## config.mk

```make
export PLATFORM = sky130hd
export DESIGN_NAME = spi_controller
export DESIGN_NICKNAME = d
export VERILOG_FILES = /design/src/rtl/spi_controller.sv
export SDC_FILE = /design/constraint.sdc
export NUM_CORES = 1
export LEC_CHECK = 0
export BUFFER_PORTS_ARGS = -buffer_cell sky130_fd_sc_hd__buf_2
export CORE_MARGIN = 5
export CORE_UTILIZATION = 45
export DETAILED_ROUTE_END_ITERATION = 16
export PLACE_DENSITY = 0.65
export SETUP_SLACK_MARGIN = 0.5
export SLEW_MARGIN = 20
export SYNTH_ARGS = -nofsm -noshare
export SYNTH_HDL_FRONTEND = slang
export SYNTH_SLANG_ARGS = --single-unit
```

## constraint.sdc

```tcl
create_clock -name clk -period 2.4 [get_ports clk]
set_input_delay 0.12 -clock clk [delete_from_list [all_inputs] [get_ports clk]]
set_output_delay 0.12 -clock clk [all_outputs]
set_load 0.02 [all_outputs]
```

## src/rtl/spi_controller.sv

```systemverilog
// SPI controller, mode 0 (CPOL=0, CPHA=0), MSB first.
//
// Issues 16-bit register frames {rw, addr[6:0], data[7:0]} to an SPI peripheral.
// A write frame loads the peripheral register at addr. A read frame captures the
// 8 bits the peripheral returns on cipo during the data byte.
//
// Frame timeline, counted in clk edges after the accept edge (D = CLK_DIV):
//   0        ncs falls, copi = frame[15]
//   D        first sclk rise
//   2D*(p+1) sclk falls for period p; cipo sampled, copi advances
//   33D      hold phase begins (sclk low, ncs still low)
//   34D      ncs rises
//   34D+CS_GAP+1  done pulse, busy drops
//
// Ports:
//   clk, rst_n       system clock and asynchronous active-low reset
//   start            frame request, accepted only while busy is low
//   rw, addr, wdata  frame fields, sampled together with start
//   cipo             serial data from the peripheral
//   sclk, copi, ncs  SPI bus outputs (all registered)
//   busy             high from the accept edge until done
//   done             one-cycle pulse at frame completion
//   rdata            data from the most recent completed read frame
module spi_controller #(
  parameter int unsigned CLK_DIV = 4,
  parameter int unsigned CS_GAP  = 2
) (
  input  logic       clk,
  input  logic       rst_n,
  input  logic       start,
  input  logic       rw,
  input  logic [6:0] addr,
  input  logic [7:0] wdata,
  input  logic       cipo,
  output logic       sclk,
  output logic       copi,
  output logic       ncs,
  output logic       busy,
  output logic       done,
  output logic [7:0] rdata
);

  // One counter serves both the SCLK phases and the chip-select gap.
  localparam int unsigned CntMax = (CLK_DIV - 1 > CS_GAP) ? CLK_DIV - 1 : CS_GAP;
  localparam int unsigned CntW   = $clog2(CntMax + 1);

  localparam logic [CntW-1:0] PhaseLast = CntW'(CLK_DIV - 1);
  localparam logic [CntW-1:0] GapLast   = CntW'(CS_GAP);

  typedef enum logic [2:0] {
    StIdle,
    StSetup,
    StShift,
    StHold,
    StGap
  } state_e;

  state_e          state_q, state_d;
  logic [CntW-1:0] cnt_q, cnt_d;
  logic [4:0]      bit_q, bit_d;
  logic [15:0]     shift_q, shift_d;
  logic            rw_q, rw_d;
  logic [7:0]      rx_q, rx_d;
  logic            sclk_q, sclk_d;
  logic            copi_q, copi_d;
  logic            ncs_q, ncs_d;
  logic            busy_q, busy_d;
  logic            done_q, done_d;
  logic [7:0]      rdata_q, rdata_d;

  always_comb begin
    state_d = state_q;
    cnt_d   = cnt_q;
    bit_d   = bit_q;
    shift_d = shift_q;
    rw_d    = rw_q;
    rx_d    = rx_q;
    sclk_d  = sclk_q;
    copi_d  = copi_q;
    ncs_d   = ncs_q;
    busy_d  = busy_q;
    done_d  = 1'b0;
    rdata_d = rdata_q;

    unique case (state_q)
      StIdle: begin
        if (start) begin
          shift_d = {rw, addr, wdata};
          rw_d    = rw;
          copi_d  = rw;
          ncs_d   = 1'b0;
          busy_d  = 1'b1;
          cnt_d   = '0;
          state_d = StSetup;
        end
      end

      StSetup: begin
        if (cnt_q == PhaseLast) begin
          cnt_d   = '0;
          bit_d   = '0;
          sclk_d  = 1'b1;
          state_d = StShift;
        end else begin
          cnt_d = cnt_q + 1'b1;
        end
      end

      StShift: begin
        if (cnt_q == PhaseLast) begin
          cnt_d = '0;
          if (sclk_q) begin
            // End of a high phase: sample cipo, drop sclk, present the next bit.
            // The shifter back-fills zeros, so copi is 0 after the 16th bit.
            sclk_d  = 1'b0;
            rx_d    = {rx_q[6:0], cipo};
            copi_d  = shift_q[14];
            shift_d = {shift_q[14:0], 1'b0};
            bit_d   = bit_q + 5'd1;
          end else if (bit_q == 5'd16) begin
            state_d = StHold;
          end else begin
            sclk_d = 1'b1;
          end
        end else begin
          cnt_d = cnt_q + 1'b1;
        end
      end

      StHold: begin
        if (cnt_q == PhaseLast) begin
          cnt_d   = '0;
          ncs_d   = 1'b1;
          state_d = StGap;
        end else begin
          cnt_d = cnt_q + 1'b1;
        end
      end

      StGap: begin
        if (cnt_q == GapLast) begin
          cnt_d   = '0;
          busy_d  = 1'b0;
          done_d  = 1'b1;
          state_d = StIdle;
          // rx holds the last eight samples, i.e. the data byte of the frame.
          if (!rw_q) begin
            rdata_d = rx_q;
          end
        end else begin
          cnt_d = cnt_q + 1'b1;
        end
      end

      default: begin
        state_d = StIdle;
      end
    endcase
  end

  always_ff @(posedge clk or negedge rst_n) begin
    if (!rst_n) begin
      state_q <= StIdle;
      cnt_q   <= '0;
      bit_q   <= '0;
      shift_q <= '0;
      rw_q    <= 1'b0;
      rx_q    <= '0;
      sclk_q  <= 1'b0;
      copi_q  <= 1'b0;
      ncs_q   <= 1'b1;
      busy_q  <= 1'b0;
      done_q  <= 1'b0;
      rdata_q <= '0;
    end else begin
      state_q <= state_d;
      cnt_q   <= cnt_d;
      bit_q   <= bit_d;
      shift_q <= shift_d;
      rw_q    <= rw_d;
      rx_q    <= rx_d;
      sclk_q  <= sclk_d;
      copi_q  <= copi_d;
      ncs_q   <= ncs_d;
      busy_q  <= busy_d;
      done_q  <= done_d;
      rdata_q <= rdata_d;
    end
  end

  assign sclk  = sclk_q;
  assign copi  = copi_q;
  assign ncs   = ncs_q;
  assign busy  = busy_q;
  assign done  = done_q;
  assign rdata = rdata_q;

endmodule

```

# Word-level counts from Yosys, hierarchy flattened
# Index checks and enable logic that the tools add are counted.
# word_totals
mem_bits_rw	0
memories	0
mem_bits_ro	0
regBits	47
word_cells	83
latch_bits	0
# classes
bitwise	1
reduce_logical	17
magnitude_cmp	0
n_addsub	2
n_div	0
muxes	36
eq_ne	15
multipliers	0
shifts	0
# ops
operator	count
two-way mux 15 bit	3
case mux 15 bit (2 select lines)	1
two-way mux 3 bit	7
inequality test 2 bit, second input constant	8
two-way mux 5 bit	3
case mux 3 bit (5 select lines)	1
AND reduction 3 bit	5
two-way mux 1 bit	12
case mux 5 bit (2 select lines)	1
case mux 1 bit (2 select lines)	4
AND reduction 4 bit	2
nonzero test 2 bit	4
AND reduction 7 bit	1
== test 3 x 2 -> 1 bit, second input constant	2
two-way mux 2 bit	3
case mux 2 bit (3 select lines)	1
adder 5 x 1 -> 5 bit, second input constant	1
== test 5 bit, second input constant	1
== test 2 bit, second input constant	2
AND reduction 2 bit	2
== test 3 x 1 -> 1 bit, second input constant	1
== test 3 bit, second input constant	1
zero test 3 bit	1
nonzero test 3 bit	1
other kinds (3)	3

# Logic depth before layout (Yosys ltp)
# Gate-level depths: netlist of the first run.
# depth
depth_word	5
ltp_mapped	5
mapped_depth_nobuf	5

# Worst setup path after synthesis of the first run
# OpenSTA, ideal clock, no wires.
# synth_timing
kind	register to register
startpoint	register state_q[2]
endpoint	register shift_q[13]
required_time_ns	2.275
path_slack_ns	0.599
arrival_ns	1.676
period_less_slack_ns	1.801
stages_incl_launch_ff	6
path_buffers	2
cell_sequence	dfrtp_1 > buf_6 > nor3b_2 > buf_2 > mux2_2 > mux2_2
# synth_between
elab_chain_cells	3
# synth_lines
item	line_no	rtl
start, declared	58	state_e state_q, state_d;
start signal, assigned	163	state_q <= StIdle;
start signal, assigned	176	state_q <= state_d;
== test 3 x 2 -> 1 bit / zero test 3 bit (equally long branches)	85	unique case (state_q)
inequality test 2 bit (no source line) / nonzero test 2 bit (equally long branches)	--	
AND reduction 4 bit (no source line)	--	
end signal, assigned	179	shift_q <= shift_d;
end, declared	61	logic [15:0] shift_q, shift_d;
# Several ways; a longest one is shown, not always the timed one.
# A chain may end at the register's enable or synchronous reset.

# Final worst setup path of the first run
# layout_timing
startpoint	register cnt_q[0]
endpoint	register shift_q[12]
# layout_between
elab_chain_cells	3
# layout_lines
item	line_no	rtl
start, declared	59	logic [CntW-1:0] cnt_q, cnt_d;
start signal, assigned	177	cnt_q <= cnt_d;
== test 2 bit	110	if (cnt_q == PhaseLast) begin
inequality test 2 bit (no source line)	--	
AND reduction 4 bit (no source line)	--	
# No other way between the ends.

==> out/metrics.csv, run 1 <==
stage,metric,value,unit
run_status,status,finished clean,
detailed_routing,Via density,5.29,
job,Maximum Capacitance Violations,0,
layout,n_diodes,0,
critical_path,WP data required,2.59,ns
floorplanning,Starting Density,47.2,%
sta,FMAX,543,MHz
synth,Cells after Synth,180,
floorplanning,die area,6570,um2
synth,sequential area share after synthesis,51.8,%
clock_network,latest clock arrival within the worst-skew pair,0.30,ns
synth,Netlist Area Pre-Place,2270,um2
clock_network,CTS Sinks,47,
critical_path,CP Capture Type,flop,
critical_path,Setup Crit Path Kind,reg2reg,
sta,TNS Setup,0,ns
synth,synth unique cells,36,
detailed_routing,drt wl/cell,15.3,um
detailed_routing,final wirelength,4360,um
synth,Synth top area share,50.7,%
layout,Final nets,242,
sta,RSZ-0062 raised after global routing,true,
synth,Synth Register Bits,47,
global_routing,All-Layer GR Usage,14.6,%
synth,Post-Syn Nets,206,
critical_path,Critical path buffers and inverters,1,
sta,Finish-stage setup viols,0,
sta,relative max-transition margin,61.6,%
power,maximum vdd drop,0.383,mV
synth,Syn. warnings,0,
sta,Layout Skew,0.00476,ns
layout,area growth from synthesis to layout,16.5,%
min_path,HP Class,in2reg,
placed_design,DP HPWL,3130,um
detailed_routing,DR iter-0 viols,117,
critical_path,Max stage delay on crit path,0.45,ns
floorplanning,die height,81.1,um
layout,Filler Cell Count,448,
synth,"area leader, netlist",dfrtp_1,
detailed_routing,antenna-violating nets left,0,
synth,Main synth FF type,dfrtp_1,
floorplanning,num rows,25,
global_routing,vias in the first global route,1608,
global_routing,initial antenna violation count,0,
detailed_routing,drc violations,0,
synth,async set-reset flop share out of synthesis,100,%
floorplanning,CORE AREA,4820,um2
synth,most instantiated library cell after synthesis,mux2_2,
sta,Final Hold Fails,0,
critical_path,"Slowest-stage cell, CP",dfrtp_1,
synth,"top cells by area, synth","dfrtp_1, mux2_2, ha_1",
global_routing,global-route wire length before repair,7450,um
global_routing,largest net degree at the start of global routing,48,
clock_network,CTS tree,yes,
sta,"Slew Viols, Final",0,
placed_design,Area after DPL,2510,um2
critical_path,Critical Path AT,2.03,ns
clock_network,H-tree lvl count,2,
placed_design,Port-buffer cells,32,
floorplanning,Die W,81.1,um
critical_path,"delay-heaviest family, CP",flip-flops,
clock_network,Root Buffer,clkbuf_8,
power,Power Density,501,nW/um2
sta,Slew @ Worst Pin,0.576,ns
placed_design,Final GP Congestion,0.785,
synth,most frequent cells after synthesis,"mux2_2, dfrtp_1, nand2_1, inv_1",
clock_network,clock buffer depth,2,
layout,share of cells above drive strength 1,46.1,%
detailed_routing,First-pass DRT Iterations,4,
detailed_routing,DR vias,1502,
synth,number of synthesized flops with an enable pin,0,
floorplanning,I/O pin cnt,33,
clock_network,"CTS clk-pin slew, worst paths",0.09,ns
layout,design area,2650,um2
critical_path,crit path max fanout,12,
power,total power,1.33,mW
synth,syn_area_per_cell,12.6,um2
sta,fin crit period,1.84,ns
global_routing,total grt overflow,0,
clock_network,CTS Buf Count,5,
sta,Tcrit/Tclk final,76.7,%
critical_path,crit start category,flop,
critical_path,crit-path cells,ha_1 > nand3_1 > a21boi_4 > buf_12 > mux2_2,
power,leakage,1.31,nW
-- flip-flops by register name, summed over array words and instances, names as in the netlist, 2 cells and up --
name,cells
rx_q,8
state_q,3
shift_q,15
cnt_q,2
rdata,8
bit_q,5
-- repair_timing --
item / CTS / global route
hold buffers: 0 / 1
endpoints found under the setup margin: 16 / 24
hold endpoints to repair: 0 / 46
buffers inserted: 1 / 0
pin swaps: 1 / 0
gates resized for setup: 1 / 2
-- cells by family (layout without fill, tap and decap cells) --
logic type	Yosys count	in the layout	share of synthesized area, %
flip-flops	47	47	51.8
AND/OR/NAND/NOR	38	38	9.91
XOR/XNOR	1	1	0.386
multiplexers	48	48	23.8
AO/OA/AOI/OAI	24	24	7.65
buffers and inverters	16	53	3.14
adder cells (fa/ha/maj)	6	6	3.30
-- worst register-to-register path, delay by kind of cell, from the launching register on --
family / cells / cell delay, ns
AND/OR/NAND/NOR: 1 / 0.17
flip-flops: 1 / 0.45
buffers and inverters: 1 / 0.18
adder cells (fa/ha/maj): 1 / 0.32
multiplexers: 1 / 0.34
AO/OA/AOI/OAI: 1 / 0.28
-- cell usage in the layout, fill, tap and decap left out, types with 3 or more instances in the layout --
master / n
mux2_2: 48
nand2b_1: 4
nand3_1: 3
inv_1: 8
or4_1: 3
a21oi_1: 6
nand2_1: 10
buf_4: 3
clkbuf_8: 5
buf_2: 31
dfrtp_1: 45
o31ai_1: 3
nor2_1: 6
ha_1: 6
-- power by group --
group	leakage [nW]	internal [mW]	switching (mW)	total, mW
combinational	0.645	0.0172	0.0215	0.0387
clock	0.0489	0.211	0.276	0.487
sequential	0.613	0.797	0.00484	0.802
-- final timing paths --
path                                        start                      end  slack [ns]  depth (start not counted)
max                          cnt_q[0]$_DFFE_PN0P_  shift_q[12]$_DFFE_PN0P_        0.56                          5
min                                      wdata[0]   shift_q[0]$_DFFE_PN0P_        0.02                          2
max reg2reg                  cnt_q[0]$_DFFE_PN0P_  shift_q[12]$_DFFE_PN0P_        0.56                          5
min reg2reg                shift_q[1]$_DFFE_PN0P_   shift_q[1]$_DFFE_PN0P_        0.51                          1
max in group asynchronous                   rst_n   state_q[1]$_DFFE_PN0P_        1.62                          2
min in group asynchronous                   rst_n     bit_q[3]$_DFFE_PN0P_        0.36                          2
-- cell type report --
class | count | area, um2 | area share (%)
clock buffers | 5 | 68.8 | 2.60
clock inverters | 3 | 22.5 | 0.851
inverters | 8 | 30.0 | 1.13
multi-input cells | 117 | 1040 | 39.1
flip-flops and latches | 47 | 1180 | 44.5
well taps | 67 | 83.8 | 3.17
repair buffers | 37 | 228 | 8.60
-- metrics by stage --
step	cells	hold slack, ns	util (%)	worst slack [ns]
floorplan	180	-0.176	-	0.599
global placement	274	0.338	52.1	0.484
detailed placement	274	0.332	52.1	0.390
CTS	283	0.0134	54.5	0.497
global route	284	0.0399	55.0	0.471
finish	284	0.0218	55.0	0.559
-- metal layers --
layer  global-route usage [%]  up-vias  part of all wire, %  wire (um)
li1                         -      717                    -          -
met1                     17.6      738                   42       1830
met2                     25.0       38                   50       2190
met3                     4.21        9                  6.0        262
met4                     4.39        0                  1.8         78
met5                        0        -                    0          0
(Power assumes the default switching activity.)
==> inputs of run 2 (changes only) <==
--- a/config.mk
+++ b/config.mk
@@ -9,7 +9,7 @@
 export CORE_MARGIN = 5
 export CORE_UTILIZATION = 45
 export DETAILED_ROUTE_END_ITERATION = 16
-export PLACE_DENSITY = 0.65
+export PLACE_DENSITY = 0.68
 export SETUP_SLACK_MARGIN = 0.5
 export SLEW_MARGIN = 20
 export SYNTH_ARGS = -nofsm -noshare
==> constraint.sdc (replaced) <==
create_clock -name clk -period 1.5 [get_ports clk]
set_input_delay 0.075 -clock clk [delete_from_list [all_inputs] [get_ports clk]]
set_output_delay 0.075 -clock clk [all_outputs]
set_load 0.02 [all_outputs]
==> out/metrics.csv, run 2 (synthesized netlist as in run 1, its figures left out) <==
stage,metric,value,unit,change
run_status,status,"complete, but fails checks",,was finished clean
run_status,violated checks,setup timing,,
sta,"Slew Viols, Final",0,,unchanged
floorplanning,die area,6570,um2,unchanged
min_path,HP Class,in2reg,,unchanged
critical_path,Setup crit start,state_q[1]$_DFFE_PN0P_,,was cnt_q[0]$_DFFE_PN0P_
placed_design,Final GP Congestion,0.735,,was 0.785
sta,setup ws final,-0.124,ns,was 0.559 ns
critical_path,Critical path buffers and inverters,2,,was 1
critical_path,Critical Path AT,1.81,ns,was 2.03 ns
sta,Tcrit/Tclk final,108,%,was 76.7%
layout,most frequent cells in the layout,"dfrtp_1, buf_2, mux2_4",,"was mux2_2, dfrtp_1, buf_2"
sta,Slew @ Worst Pin,0.545,ns,was 0.576 ns
power,Power Density,666,nW/um2,was 501 nW/um2
clock_network,latest clock arrival within the worst-skew pair,0.30,ns,about the same
clock_network,H-tree lvl count,2,,unchanged
floorplanning,Die W,81.1,um,unchanged
global_routing,All-Layer GR Usage,17.3,%,was 14.6%
global_routing,largest net degree at the start of global routing,48,,unchanged
placed_design,Area after DPL,2830,um2,was 2510 um2
global_routing,total grt overflow,0,,unchanged
critical_path,CP Capture Type,flop,,unchanged
critical_path,Setup Crit Path Kind,reg2reg,,unchanged
clock_network,CTS Buf Count,5,,unchanged
critical_path,Max stage delay on crit path,0.47,ns,was 0.45 ns
min_path,HP Start,rw,,was wdata[0]
layout,share of cells above drive strength 1,68.1,%,was 46.1%
power,Internal,1.82,mW,was 1.03 mW
floorplanning,num rows,25,,unchanged
power,NetSw,0.509,mW,was 0.302 mW
critical_path,WP data required,1.69,ns,was 2.59 ns
clock_network,Root Buffer,clkbuf_8,,unchanged
critical_path,R2R Path Start,state_q[1]$_DFFE_PN0P_,,was cnt_q[0]$_DFFE_PN0P_
floorplanning,I/O pin cnt,33,,unchanged
critical_path,crit path max fanout,8,,was 12
layout,Biggest register,shift_q,,unchanged
critical_path,crit start category,flop,,unchanged
sta,Layout Skew,0.00796,ns,was 0.00476 ns
power,total power,2.33,mW,was 1.33 mW
critical_path,crit-path cells,buf_6 > nand2b_4 > a21boi_4 > clkbuf_16 > mux2_4,,was ha_1 > nand3_1 > a21boi_4 > buf_12 > mux2_2
clock_network,CTS Sinks,47,,unchanged
power,leakage,1.69,nW,was 1.31 nW
detailed_routing,antenna-violating nets left,0,,unchanged
detailed_routing,DR iter-0 viols,72,,was 117
detailed_routing,drc violations,0,,unchanged
layout,"commonest non-fill, non-tap cell in the layout",dfrtp_1,,was mux2_2
detailed_routing,DR vias,1725,,"was 1,502"
layout,n_diodes,0,,unchanged
global_routing,global-route wire length before repair,8730,um,was 7450 um
clock_network,"CTS clk-pin slew, worst paths",0.10,ns,was 0.09 ns
sta,Final Hold Fails,0,,unchanged
placed_design,placed insts,300,,was 274
critical_path,"delay-heaviest family, CP",flip-flops,,unchanged
sta,Finish-stage setup viols,40,,was 0
detailed_routing,final wirelength,5580,um,was 4360 um
critical_path,"Slowest-stage cell, CP",dfrtp_2,,was dfrtp_1
sta,fin crit period,1.62,ns,was 1.84 ns
detailed_routing,Via density,5.23,,was 5.29
floorplanning,Starting Density,47.2,%,unchanged
power,Sequential Power Share,55.1,%,was 60.4%
power,switching part of the total,21.8,%,was 22.8%
sta,relative max-transition margin,63.4,%,was 61.6%
layout,Final nets,288,,was 242
placed_design,DP HPWL,3110,um,was 3130 um
floorplanning,CORE AREA,4820,um2,unchanged
clock_network,CTS tree,yes,,unchanged
layout,design area,3500,um2,was 2650 um2
detailed_routing,First-pass DRT Iterations,4,,unchanged
floorplanning,die height,81.1,um,unchanged
power,Clock power frac,41.5,%,was 36.7%
global_routing,vias in the first global route,1773,,"was 1,608"
detailed_routing,drt wl/cell,16.9,um,was 15.3 um
layout,area growth from synthesis to layout,54.0,%,was 16.5%
power,Comb pwr share,3.4,%,was 2.9%
layout,final core utilization,72.6,%,was 55.0%
sta,FMAX,616,MHz,was 543 MHz
global_routing,initial antenna violation count,0,,unchanged
job,Maximum Capacitance Violations,0,,unchanged
clock_network,clock buffer depth,2,,unchanged
critical_path,"setup slack, reg-to-reg",-0.12,ns,was 0.56 ns
power,maximum vdd drop,0.549,mV,was 0.383 mV
placed_design,Port-buffer cells,32,,unchanged
sta,RSZ-0062 raised after global routing,true,,unchanged
layout,Non-Filler Instances,330,,was 284
layout,max FFs per register,15,,unchanged
==> run 2: layout make-up <==
class / instances / area [um2]
clock buffer: 5 / 68.8
clock inverter: 3 / 47.5
fill: 314 / 1320
inverter: 8 / 30.0
multi-input combinational: 117 / 1370
sequential: 47 / 1180
tap: 67 / 83.8
timing repair buffer: 83 / 717
==> run 2: metrics by stage <==
| step | hold slack [ns] | setup TNS, ns | worst slack, ns |
|---|---|---|---|
| after detailed placement | 0.0796 | -3.74 | -0.148 |
| after CTS | 0.0195 | -2.80 | -0.112 |
| final | 0.0342 | -3.61 | -0.124 |
| after floorplan | -0.221 | -3.99 | -0.151 |
| after global placement | 0.0793 | -2.36 | -0.0985 |
| after global routing | 0.0319 | -5.34 | -0.179 |
==> run 2: final timing paths <==
path | end | cells past startpoint
max in group asynchronous | ncs$_DFFE_PN1P_ | 3
hold / removal | rw_q$_DFFE_PN0P_ | 2
setup / recovery | shift_q[14]$_DFFE_PN0P_ | 5
setup reg to reg | shift_q[14]$_DFFE_PN0P_ | 5
hold reg to reg | shift_q[9]$_DFFE_PN0P_ | 1
min in group asynchronous | bit_q[3]$_DFFE_PN0P_ | 3
==> run 2: layer usage <==
layer / track usage, % / vias to the layer above / part of all wire, %
met4: 5.07 / 0 / 2.0
met5: 0 / - / 0
met1: 23.3 / 871 / 46
met2: 28.2 / 35 / 48
met3: 3.66 / 12 / 4.1
li1: - / 807 / -
==> run 2: power by group through the flow <==
stage	clock [mW]	combinational, mW	sequential, mW
floorplan	0	0.0100	1.31
global placement	0	0.0678	1.31
detailed placement	0	0.0691	1.31
CTS	0.983	0.0809	1.28
global route	1.03	0.0914	1.29
finish	0.967	0.0796	1.28
==> run 2: what timing repair did <==
action | in CTS | in global routing
buffers inserted | 10 | 8
resized for setup | 55 | 37
hold buffers | 3 | 0
endpoints found under the hold margin | 49 | 0
setup endpoints to repair | 49 | 49
pin swaps | 11 | 12
gates cloned | 0 | 1
==> inputs of run 3 (changes only) <==
--- a/config.mk
+++ b/config.mk
@@ -5,6 +5,7 @@
 export SDC_FILE = /design/constraint.sdc
 export NUM_CORES = 1
 export LEC_CHECK = 0
+export ABC_AREA = 1
 export BUFFER_PORTS_ARGS = -buffer_cell sky130_fd_sc_hd__buf_2
 export CORE_MARGIN = 5
 export CORE_UTILIZATION = 45
==> out/metrics.csv, run 3 <==
stage,metric,value,unit,change
floorplanning,Die W,81,um,was 81.1 um
synth,number of synthesized flops with an enable pin,0,,unchanged
global_routing,global-route wire length before repair,8790,um,was 8730 um
synth,synth unique cells,20,,was 36
synth,async set-reset flop share out of synthesis,100,%,unchanged
placed_design,pre-CTS setup slack,0.140,ns,was -0.148 ns
clock_network,CTS Sinks,47,,unchanged
synth,Syn. warnings,0,,unchanged
critical_path,Critical Path AT,1.56,ns,was 1.81 ns
placed_design,Final GP Congestion,0.777,,was 0.735
layout,most frequent cells in the layout,"nand2_1, dfrtp_1, buf_2",,"was dfrtp_1, buf_2, mux2_4"
synth,Post-Syn Nets,319,,was 206
sta,Slew @ Worst Pin,0.369,ns,was 0.545 ns
detailed_routing,DR iter-0 viols,175,,was 72
sta,relative max-transition margin,75.4,%,was 63.4%
synth,Synth top area share,50.7,%,about the same
clock_network,"CTS clk-pin slew, worst paths",0.09,ns,was 0.10 ns
power,maximum vdd drop,1.28,mV,was 0.549 mV
critical_path,Setup crit start,state_q[2]$_DFFE_PN0P_,,was state_q[1]$_DFFE_PN0P_
clock_network,Root Buffer,clkbuf_8,,unchanged
power,leakage,1.62,nW,was 1.69 nW
job,Maximum Capacitance Violations,0,,unchanged
global_routing,All-Layer GR Usage,17.4,%,was 17.3%
critical_path,crit start category,flop,,unchanged
detailed_routing,drc violations,0,,unchanged
sta,FMAX,734,MHz,was 616 MHz
layout,Biggest register,shift_q,,unchanged
synth,Netlist Area Pre-Place,2270,um2,about the same
run_status,status,finished clean,,"was complete, but fails checks"
synth,syn_area_per_cell,7.74,um2,was 12.6 um2
clock_network,H-tree lvl count,2,,unchanged
critical_path,CP Capture Type,flop,,unchanged
critical_path,R2R Path Start,state_q[2]$_DFFE_PN0P_,,was state_q[1]$_DFFE_PN0P_
detailed_routing,First-pass DRT Iterations,4,,unchanged
layout,Final nets,378,,was 288
placed_design,Port-buffer cells,32,,unchanged
floorplanning,die height,81,um,was 81.1 um
synth,"area leader, netlist",dfrtp_1,,unchanged
sta,Finish-stage setup viols,0,,was 40
critical_path,crit path max fanout,16,,was 8
floorplanning,num rows,25,,unchanged
floorplanning,I/O pin cnt,33,,unchanged
synth,Cells after Synth,293,,was 180
sta,setup ws final,0.137,ns,was -0.124 ns
floorplanning,Starting Density,47.1,%,was 47.2%
sta,fin crit period,1.36,ns,was 1.62 ns
min_path,HP Start,wdata[6],,was rw
layout,area growth from synthesis to layout,37.0,%,was 54.0%
critical_path,"setup slack, reg-to-reg",0.14,ns,was -0.12 ns
detailed_routing,final wirelength,5480,um,was 5580 um
placed_design,DP HPWL,3170,um,was 3110 um
global_routing,initial antenna violation count,0,,unchanged
floorplanning,CORE AREA,4820,um2,unchanged
power,total power,5.50,mW,was 2.33 mW
sta,Final Hold Fails,0,,unchanged
layout,share of cells above drive strength 1,33.1,%,was 68.1%
synth,Main synth FF type,dfrtp_1,,unchanged
critical_path,reg-to-reg endpoint,shift_q[12]$_DFFE_PN0P_,,was shift_q[14]$_DFFE_PN0P_
synth,"top cells by area, synth","dfrtp_1, nand2_1, o21ai_0",,"was dfrtp_1, mux2_2, ha_1"
detailed_routing,antenna-violating nets left,0,,unchanged
sta,Tcrit/Tclk final,90.8,%,was 108%
power,Power Density,1770,nW/um2,was 666 nW/um2
detailed_routing,Via density,4.81,,was 5.23
layout,"commonest non-fill, non-tap cell in the layout",nand2_1,,was dfrtp_1
clock_network,CTS Buf Count,5,,unchanged
detailed_routing,drt wl/cell,13.0,um,was 16.9 um
global_routing,largest net degree at the start of global routing,34,,was 48
floorplanning,die area,6560,um2,was 6570 um2
clock_network,latest clock arrival within the worst-skew pair,0.31,ns,was 0.30 ns
min_path,HP Class,in2reg,,unchanged
critical_path,FF-to-FF path depth,7,,was 5
sta,RSZ-0062 raised after global routing,true,,unchanged
synth,most instantiated library cell after synthesis,nand2_1,,was mux2_2
critical_path,Setup Crit Path Kind,reg2reg,,unchanged
min_path,sink of the worst hold path,shift_q[6]$_DFFE_PN0P_,,was rw_q$_DFFE_PN0P_
layout,max FFs per register,15,,unchanged
clock_network,CTS tree,yes,,unchanged
detailed_routing,DR vias,2020,,"was 1,725"
global_routing,vias in the first global route,1917,,"was 1,773"
sta,"Slew Viols, Final",0,,unchanged
synth,Synth Register Bits,47,,unchanged
global_routing,total grt overflow,0,,unchanged
sta,Layout Skew,0.0103,ns,was 0.00796 ns
layout,n_diodes,0,,unchanged
critical_path,WP data required,1.70,ns,was 1.69 ns
synth,most frequent cells after synthesis,"nand2_1, dfrtp_1, inv_1, o21ai_0, nand3_1",,"was mux2_2, dfrtp_1, nand2_1, inv_1"
synth,sequential area share after synthesis,51.9,%,was 51.8%
layout,final core utilization,64.5,%,was 72.6%
sta,TNS Setup,0,ns,was -3.61 ns
min_path,WHS Path Cells,5,,was 2
clock_network,clock buffer depth,2,,unchanged
run 3: cell count changes in the layout (fill, tap and decap cells not counted), sizes merged, moves of 4 or more:
cell and change:
nand2 +140, mux2 -48, buf -24, o21ai +22, inv +19, nand3 +10, a21oi -4, nand2b -4
nor2 +4
run 3: per-stage QoR:
step / instance area [um2] / hold WS, ns / std cells
after CTS: 2900 / 0.0441 / 412
after floorplan: 2330 / -0.221 / 293
after detailed placement: 2580 / 0.0140 / 391
after global placement: 2580 / 0.0135 / 391
after global routing: 3110 / 0.0722 / 420
final: 3110 / 0.0541 / 420
run 3: area by class of cell:
cell class	count	area, um2
clock buffers	5	68.8
clock inverters	3	46.3
fillers	418	1710
inverters	28	130
multi-input cells	211	1140
flip-flops and latches	47	1180
well taps	67	83.8
repair buffers	59	449
run 3: layer usage:
metal | track usage, % | vias up | share of wire, %
met4 | 6.59 | 0 | 1.6
li1 | - | 1017 | -
met5 | 0 | - | 0
met1 | 23.8 | 956 | 45
met3 | 3.33 | 9 | 3.3
met2 | 27.4 | 38 | 51
run 3: what timing repair did:
| action | 4_1_cts | 5_1_grt |
|---|---|---|
| setup buffers | 8 | 8 |
| hold buffers | 4 | 0 |
| endpoints found under the hold margin | 17 | 0 |
| gates resized for setup | 31 | 38 |
| endpoints found under the setup margin | 48 | 48 |
| gates cloned | 1 | 0 |
| pin swaps | 6 | 5 |
run 3: kinds of logic after synthesis:
family | synth area share, %
simple gates | 30.8
compound gates | 6.23
buf+inv | 7.00
fa+ha+maj | 3.31
flops | 51.9
xor+xnor | 0.772
run 3: power by group:
part | switching (mW) | leakage (nW) | internal, mW
Combinational | 1.48 | 0.965 | 1.06
Sequential | 0.334 | 0.602 | 1.65
Clock | 0.466 | 0.0548 | 0.503
Total | 2.28 | 1.62 | 3.21
run 3: critical path: stages, from the launching register on:
cell and delay [ns]:
dfrtp_2 0.48, nor2_4 0.20, nand3_4 0.12, nand2_2 0.10
o21ai_4 0.08, buf_8 0.15, nand2_1 0.06, nand2_1 0.06
run 3: worst max-delay path by stage:
stage | cells past startpoint | slack, ns | to
5_1_grt | 7 | 0.07 | shift_q[3]$_DFFE_PN0P_
3_5_place_dp | 7 | 0.14 | rdata[7]$_DFFE_PN0P_
6_report | 7 | 0.14 | shift_q[12]$_DFFE_PN0P_
2_1_floorplan | 7 | 0.22 | copi$_DFFE_PN0P_
4_1_cts | 6 | 0.17 | rx_q[2]$_DFFE_PN0P_
3_3_place_gp | 7 | 0.17 | rdata[7]$_DFFE_PN0P_
